===== src/rtl/mul_wb_pkg.sv =====
// mul_wb_pkg: shared types and defaults for the multiplier writeback buffer.
package mul_wb_pkg;
  typedef enum logic {T_IDLE, T_PEND} mul_wb_state_t;
  localparam int MUL_WB_DEPTH_DEF = 2;
endpackage


===== src/rtl/mul_wb_fifo.sv =====
// mul_wb_fifo: power-of-two FIFO with wrapping pointers, occupancy count and flush.
module mul_wb_fifo #(
  parameter int DEPTH = 2,
  parameter int W = 8
) (
  input  logic                       clk,
  input  logic                       reset,
  input  logic                       push_i,
  input  logic                       pop_i,
  input  logic                       flush_i,
  input  logic [W-1:0]               data_i,
  output logic [W-1:0]               data_o,
  output logic                       full_o,
  output logic                       empty_o,
  output logic [$clog2(DEPTH+1)-1:0] count_o
);
  localparam int PW = $clog2(DEPTH);
  localparam int CW = $clog2(DEPTH+1);
  logic [W-1:0] mem_q [DEPTH];
  logic [PW-1:0] wp_q, wp_d, rp_q, rp_d;
  logic [CW-1:0] cnt_q, cnt_d;
  logic do_push, do_pop;
  assign full_o = cnt_q == CW'(DEPTH);
  assign empty_o = cnt_q == '0;
  assign count_o = cnt_q;
  assign data_o = mem_q[rp_q];
  assign do_push = push_i & ~full_o & ~flush_i;
  assign do_pop = pop_i & ~empty_o & ~flush_i;
  always_comb begin
    wp_d = flush_i ? '0 : wp_q + PW'(do_push);
    rp_d = flush_i ? '0 : rp_q + PW'(do_pop);
    cnt_d = flush_i ? '0 : cnt_q + CW'(do_push) - CW'(do_pop);
  end
  always_ff @(posedge clk) begin
    if (reset) begin
      wp_q <= '0;
      rp_q <= '0;
      cnt_q <= '0;
    end else begin
      wp_q <= wp_d;
      rp_q <= rp_d;
      cnt_q <= cnt_d;
    end
  end
  always_ff @(posedge clk) begin
    if (do_push) mem_q[wp_q] <= data_i;
  end
endmodule


===== src/rtl/mul_wb_buffer.sv =====
// mul_wb_buffer: tags multiply results with their destination and queues them for writeback.
// Define MUL_WB_BYPASS_EN to forward a result straight to wb_* when the queue is empty.
module mul_wb_buffer import mul_wb_pkg::*; #(
  parameter int DEPTH = MUL_WB_DEPTH_DEF,
  parameter int RD_W = 5
) (
  input  logic            clk,
  input  logic            reset,
  input  logic            tag_valid_i,
  input  logic [RD_W-1:0] tag_rd_i,
  input  logic [63:0]     mul_res_i,
  input  logic            mul_res_valid_i,
  output logic            mul_res_ready_o,
  input  logic            flush_i,
  output logic            wb_valid_o,
  output logic [RD_W-1:0] wb_rd_o,
  output logic [63:0]     wb_data_o,
  input  logic            wb_ready_i,
  output logic            proto_err_o
);
  localparam int W = RD_W + 64;
  mul_wb_state_t state_q, state_d;
  logic [RD_W-1:0] rd_q, rd_d;
  logic err_q, err_d;
  logic live, res_hs, push, pop, byp, full, empty;
  logic [W-1:0] head;
  logic [$clog2(DEPTH+1)-1:0] fifo_cnt;
  assign live = ~flush_i & ~reset;
  assign mul_res_ready_o = ~full & live;
  assign res_hs = mul_res_valid_i & mul_res_ready_o;
`ifdef MUL_WB_BYPASS_EN
  assign byp = empty & (state_q == T_PEND) & (rd_q != '0) & wb_ready_i & res_hs;
`else
  assign byp = 1'b0;
`endif
  always_ff @(posedge clk) begin
    if (reset) begin
      state_q <= T_IDLE;
      rd_q <= '0;
      err_q <= 1'b0;
    end else begin
      state_q <= state_d;
      rd_q <= rd_d;
      err_q <= err_d;
    end
  end
  // A new tag in the handshake cycle re-arms the FSM for the next multiply.
  always_comb begin
    state_d = flush_i ? T_IDLE : (tag_valid_i | (state_q == T_PEND & ~res_hs)) ? T_PEND : T_IDLE;
    rd_d = flush_i ? '0 : tag_valid_i ? tag_rd_i : rd_q;
  end
  always_comb begin
    push = res_hs & (state_q == T_PEND) & (rd_q != '0) & ~byp;
    err_d = (res_hs & state_q == T_IDLE) | (tag_valid_i & state_q == T_PEND & ~res_hs);
  end
  assign pop = wb_valid_o & wb_ready_i & ~byp;
  assign wb_valid_o = ((fifo_cnt != '0) & live) | byp;
  assign wb_rd_o = byp ? rd_q : (empty | reset) ? '0 : head[W-1:64];
  assign wb_data_o = byp ? mul_res_i : (empty | reset) ? '0 : head[63:0];
  assign proto_err_o = err_q;
  mul_wb_fifo #(.DEPTH(DEPTH), .W(W)) u_fifo (
    .clk(clk),
    .reset(reset),
    .push_i(push),
    .pop_i(pop),
    .flush_i(flush_i),
    .data_i({rd_q, mul_res_i}),
    .data_o(head),
    .full_o(full),
    .empty_o(empty),
    .count_o(fifo_cnt)
  );
endmodule


===== config.mk =====
export PLATFORM = sky130hd
export DESIGN_NAME = mul_wb_buffer
export DESIGN_NICKNAME = d
export VERILOG_FILES = /design/src/rtl/mul_wb_pkg.sv /design/src/rtl/mul_wb_fifo.sv /design/src/rtl/mul_wb_buffer.sv
export SDC_FILE = /design/constraint.sdc
export NUM_CORES = 1
export LEC_CHECK = 0
export CAP_MARGIN = 20
export CORE_MARGIN = 2
export CORE_UTILIZATION = 44
export DETAILED_ROUTE_END_ITERATION = 16
export PLACE_DENSITY = 0.86
export SLEW_MARGIN = 20
export SYNTH_ARGS = -nofsm -noshare
export SYNTH_HDL_FRONTEND = slang
export SYNTH_SLANG_ARGS = --single-unit

===== constraint.sdc =====
create_clock -name clk -period 3.2 [get_ports clk]
set_clock_uncertainty 0.15 [all_clocks]
set_input_delay 0.32 -clock clk [delete_from_list [all_inputs] [get_ports clk]]
set_output_delay 0.32 -clock clk [all_outputs]
set_load 0.005 [all_outputs]

# Word-level counts from Yosys, hierarchy flattened
# Memories as Yosys holds them, arrays and structs flattened. A register that Yosys moved wholly into a read port is not among the register bits.
# Cells that the tools add are included.
# totals
reg_bits,11
ram_bits,138
out_inout_bits,72
elab_cells,46
n_memories,1
# mem_list
name,depth,word_bits,read_ports,rd_ports_with_merged_regs,wr,line_no,rtl
u_fifo.mem_q,2,69,1,1,1,mul_wb_fifo.sv:19,logic [W-1:0] mem_q [DEPTH];
# classes
n_addsub,4
n_eq_ne,1
mux,6
n_bitwise,24
n_reduce_logical,4
# op_table
op,n
64-bit 2-to-1 mux,1
1-bit bitwise AND,15
1-bit inverter,6
5-bit 2-to-1 mux,1
5-bit nonzero test,1
1-bit 2-to-1 mux,4
1-bit bitwise OR,3
1-bit adder,2
2-bit by 1-bit adder with 2-bit output,1
"2-bit equality test, second input constant",1
2-bit zero test,1
2-bit nonzero test,1
2-bit OR reduction,1
2-bit by 1-bit subtractor with 2-bit output,1

# Longest topological paths before layout
# Gate-level depths: netlist of the first run.
# logic_depth
depth_word,10
ltp_mapped,9
mapped_depth_nobuf,8

# By module
# From an unflattened synthesis of the first run, not the netlist that was laid out.
# hier_totals
hier_cells,350
hier_area_um2,6059.6
# modules_own_cells
mod,instances,cells_each,area_each_um2
mul_wb_fifo,1,239,5260.0
mul_wb_buffer,1,111,799.5

# Least setup slack after synthesis of the first run
# OpenSTA, ideal clock, no wires.
# synth_timing
kind,register to register
from,register u_fifo.cnt_q[1] (netlist: u_fifo.count_o[1])
to,memory u_fifo.mem_q[1][0] in the netlist's numbering (enable)
setup_ns,0.435
arrival_ns,2.751
required_time_ns,2.615
slack_ns,-0.136
path_stages_with_launch,5
path_buffers,0
synth_period_minus_slack_ns,3.336
cell_sequence,dfxtp_1 nor2b_1 nand2b_1 nor4_1 ha_1
# synth_via
elab_chain_len,10
# synth_lines
item,line_no,rtl
from (decl),mul_wb_fifo.sv:21,"logic [CW-1:0] cnt_q, cnt_d;"
from (signal assigned),mul_wb_fifo.sv:42,cnt_q <= cnt_d;
2-bit equality test (*),mul_wb_fifo.sv:23,assign full_o = cnt_q == CW'(DEPTH);
1-bit inverter (*),"mul_wb_fifo.sv:27, mul_wb_buffer.sv:29",
1-bit bitwise AND,mul_wb_buffer.sv:29,assign mul_res_ready_o = ~full & live;
1-bit bitwise AND,mul_wb_buffer.sv:30,assign res_hs = mul_res_valid_i & mul_res_ready_o;
1-bit bitwise AND (2 in series),mul_wb_buffer.sv:53,push = res_hs & (state_q == T_PEND) & (rd_q != '0) & ~byp;
1-bit bitwise AND (*) (2 in series),mul_wb_fifo.sv:27,assign do_push = push_i & ~full_o & ~flush_i;
1-bit 2-to-1 mux (*),mul_wb_fifo.sv:46,if (do_push) mem_q[wp_q] <= data_i;
1-bit 2-to-1 mux (implied by the code) (*),mul_wb_fifo.sv:46,
to (decl),mul_wb_fifo.sv:19,
# Every way passes the cells marked *; elsewhere a longest branch is shown, timed or not.

# Worst setup path in the final report of the first run
# layout_timing
from,register u_fifo.cnt_q[0] (netlist: u_fifo.count_o[0])
to,output port wb_data_o[48]
# layout_via
elab_chain_len,3
# layout_lines
item,line_no,rtl
2-bit zero test,mul_wb_fifo.sv:24,assign empty_o = cnt_q == '0;
1-bit bitwise OR,mul_wb_buffer.sv:59,assign wb_data_o = byp ? mul_res_i : (empty | reset) ? '0 : head[63:0];
64-bit 2-to-1 mux,mul_wb_buffer.sv:59,
to (decl),mul_wb_buffer.sv:17,"output logic [63:0] wb_data_o,"
# Every way passes these cells.

==> qor.csv, run 1 <==
stage;metric;value;unit
die;I/O Pins;147;
setup_path;Critical R2R Capture;u_fifo.count_o[1]$_SDFF_PP0_;
finish;most frequent cells in the layout;clkdlybuf4s50_1 (146), edfxtp_1 (138), nor2_1 (79);
power_and_ir_drop;peak supply drop;0.276;mV
finish;Area growth syn-to-layout;40.0;%
finish;Final nets;585;
yosys;Synth Warn #;0;
placed_design;Post-DP Area;0.00740;mm2
yosys;Synth area leader;edfxtp_1;
clock_tree;post-CTS setup buffers;0;
clock_tree;Sink Count;149;
timing;Hold Fails Final Rpt;0;
finish;layout cells sized above 1;0.0790;
timing;fin crit share;0.889;
yosys;Synth Flop Type;edfxtp_1;
clock_tree;clock tree buffer depth;2;
setup_path;buffers and inverters on the worst path;2;
setup_path;Worst Path Required;2730;ps
yosys;share of the synthesized area in the top cell type;0.727;
clock_tree;CTS tree;done;
die;row count;41;
global_route;GRT overflow;0;
finish;Layout fillers;962;
yosys;Gate Count Post-Synth;351;
status;status;complete, no violations;
yosys;Netlist cell types;25;
drt;total routed wirelength;11.6;mm
die;Initial Util;0.452;
drt;drt wl/cell;16.8;um
drt;ANT nets after route;0;
clock_tree;root buffer selected by CTS;clkbuf_16;
timing;Max Freq;352;MHz
yosys;ys async rst share;0;
worst_hold_path;hold path depth;0;
yosys;sequential share of the synthesized area;0.766;
clock_tree;TritonCTS buffer count;17;
die;Die Span Y;118;um
yosys;Post-Syn Area per Cell;16.2;um2
setup_path;R2R depth;8;
placed_design;DP HPWL;7.40;mm
timing;TNS Setup;0;ps
finish;multi-input logic area;0.00126;mm2
setup_path;cell family with most CP delay;buffers and inverters;
drt;Starting DRT DRC Count;229;
finish;Reg area;0.00437;mm2
power_and_ir_drop;PwrDens;519;mW/mm2
yosys;Mapped Area;0.00570;mm2
setup_path;CP startpoint kind;flip-flop;
timing;Slew Viols, Final;0;
clock_tree;H-tree depth;4;
global_route;first-pass GRT wire length;17.7;mm
setup_path;reg2reg start;u_fifo.count_o[0]$_SDFF_PP0_;
die;die area;0.0139;mm2
timing;min Tclk post-route;2840;ps
global_route;pin count of the biggest net entering global routing;70;
yosys;Synth Register Bits;149;
finish;n_diodes;0;
clock_tree;Clk pin slew, worst setup/hold paths;60;ps
yosys;syn nets;430;
drt;DRC Markers;0;
global_route;vias in the first global route;3518;
clock_tree;# hold bufs at CTS;0;
timing;Slew HR;0.348;
finish;most common cell after layout, fill and taps aside;clkdlybuf4s50_1;
die;Core Region;0.0126;mm2
setup_path;Critical Path End Type;primary output;
timing;RSZ-0062 raised after global routing;no;
placed_design;I/O Buffers;146;
worst_hold_path;min-delay worst type;flip-flop to flip-flop;
global_route;initial antenna violation count;0;
placed_design;gp weighted congestion;0.738;
clock_tree;post_cts resized;0;
yosys;Post-synth EDFFs;138;
timing;final setup violation count;0;
setup_path;reg2reg setup slack;680;ps
timing;Slew @ Worst Pin;978;ps
setup_path;crit path cell chain;o21bai_4 > buf_4 > nor2_1 > clkdlybuf4s50_1;
power_and_ir_drop;Pleak;2.54;nW
setup_path;critical path class;flip-flop to primary output;
drt;via count;3382;
clock_tree;Clock Latency Late Sink;410;ps
setup_path;crit path max fanout;36;
finish;Final Cell Area;0.00798;mm2
drt;Avg Vias per Cell;4.89;
die;Die X;118;um
setup_path;CP Data Arrival Time;2370;ps
drt;DRT Pass-1 Iters;4;
worst_hold_path;WHS Endpoint;u_fifo.mem_q[0][67]$_DFFE_PP_;
worst_hold_path;worst hold start;rd_q[3]$_SDFFE_PP0P_;
yosys;ranking of synthesized cells by area;edfxtp_1 (73%), mux2i_1 (13%), nor2_1 (5.2%), dfxtp_1 (3.9%), buf_2 (1.4%);
job;max cap viols;0;
setup_path;CP max stage cell;o21bai_4;
setup_path;CP max stage delay;510;ps
global_route;gr usage total;0.167;
worst max path at each step:
stage / from / endpoint / cells past startpoint
final: u_fifo.count_o[0]$_SDFF_PP0_ / wb_data_o[48] / 4
after CTS: u_fifo.count_o[1]$_SDFF_PP0_ / wb_data_o[48] / 4
after detailed placement: reset / wb_data_o[48] / 5
after floorplan: u_fifo.count_o[1]$_SDFF_PP0_ / u_fifo.mem_q[1][0]$_DFFE_PP_ / 4
after global routing: u_fifo.count_o[0]$_SDFF_PP0_ / wb_data_o[31] / 4
after global placement: reset / wb_data_o[50] / 5
cell type report:
| type | count | area share |
|---|---|---|
| well taps | 172 | 0.0270 |
| inverters | 6 | 0.00282 |
| multi-input cells | 179 | 0.158 |
| flip-flops and latches | 149 | 0.548 |
| repair buffers | 153 | 0.193 |
| clock buffers | 19 | 0.0543 |
| clock inverters | 13 | 0.0169 |
stage by stage:
stage | std cells | hold slack, ps | setup slack [ps] | total power [mW] | util
final | 691 | 331 | 357 | 4.14 | 0.632
after global routing | 691 | 323 | 208 | 4.27 | 0.632
after CTS | 690 | 321 | 84.2 | 4.18 | 0.631
after detailed placement | 658 | 315 | 317 | 2.30 | 0.586
after global placement | 658 | 308 | 372 | 2.29 | 0.586
after floorplan | 351 | 269 | -136 | 2.19 | -
kinds of logic (layout without fill, tap and decap cells):
family,after synthesis,in the layout,share of synthesized area
compound gates,7,8,0.00791
xor+xnor,1,1,0.00154
fa+ha+maj,4,4,0.00878
buf+inv,24,191,0.0206
flops,149,149,0.766
mux,74,74,0.130
simple gates,92,92,0.0652
worst reg2reg max path, delay by kind of cell, from the launching register on:
family | cells | cell delay (ps)
DFF | 1 | 380
xor gates and xnor gates | 1 | 130
and+or+nand+nor | 3 | 470
adders and majority gates | 2 | 490
AOI/OAI and AO/OA | 1 | 800
buffers and inverters | 1 | 40
sequential cells by signal, indices dropped and copies added, names as in the netlist:
| register | flops |
|---|---|
| proto_err_o | 1 |
| u_fifo.mem_q | 138 |
| rd_q | 5 |
| u_fifo.wp_q | 1 |
| state_q | 1 |
| u_fifo.rp_q | 1 |
| u_fifo.count_o | 2 |
metal layers:
metal / share of wire / vias up / track usage
met1: 0.42 / 1663 / 0.193
met2: 0.52 / 108 / 0.292
met5: 0 / - / 0
li1: - / 1600 / -
met3: 0.050 / 11 / 0.0552
met4: 0.0083 / 0 / 0.0535
cells in the mapped netlist, drive strengths merged, types with 2 or more instances:
| cell type | instances |
|---|---|
| buf | 17 |
| nor2b | 2 |
| edfxtp | 138 |
| mux2i | 74 |
| or3 | 2 |
| a21oi | 2 |
| ha | 4 |
| dfxtp | 11 |
| nand2 | 2 |
| inv | 6 |
| nor2 | 79 |
| o21ai | 2 |
power breakdown:
group          total (mW)  internal (mW)  switching, mW
logic               0.129         0.0899         0.0392
registers            2.13           2.13        0.00342
clock network        1.88           1.14          0.737
total                4.14           3.36          0.780
Power figures use the tool's default switching activity.
==> inputs of run 2 (changes only) <==
SLEW_MARGIN = 15   (was 20)
==> results of run 2 <==
No change in the layout: final DEF, timing and power equal those of run 1.
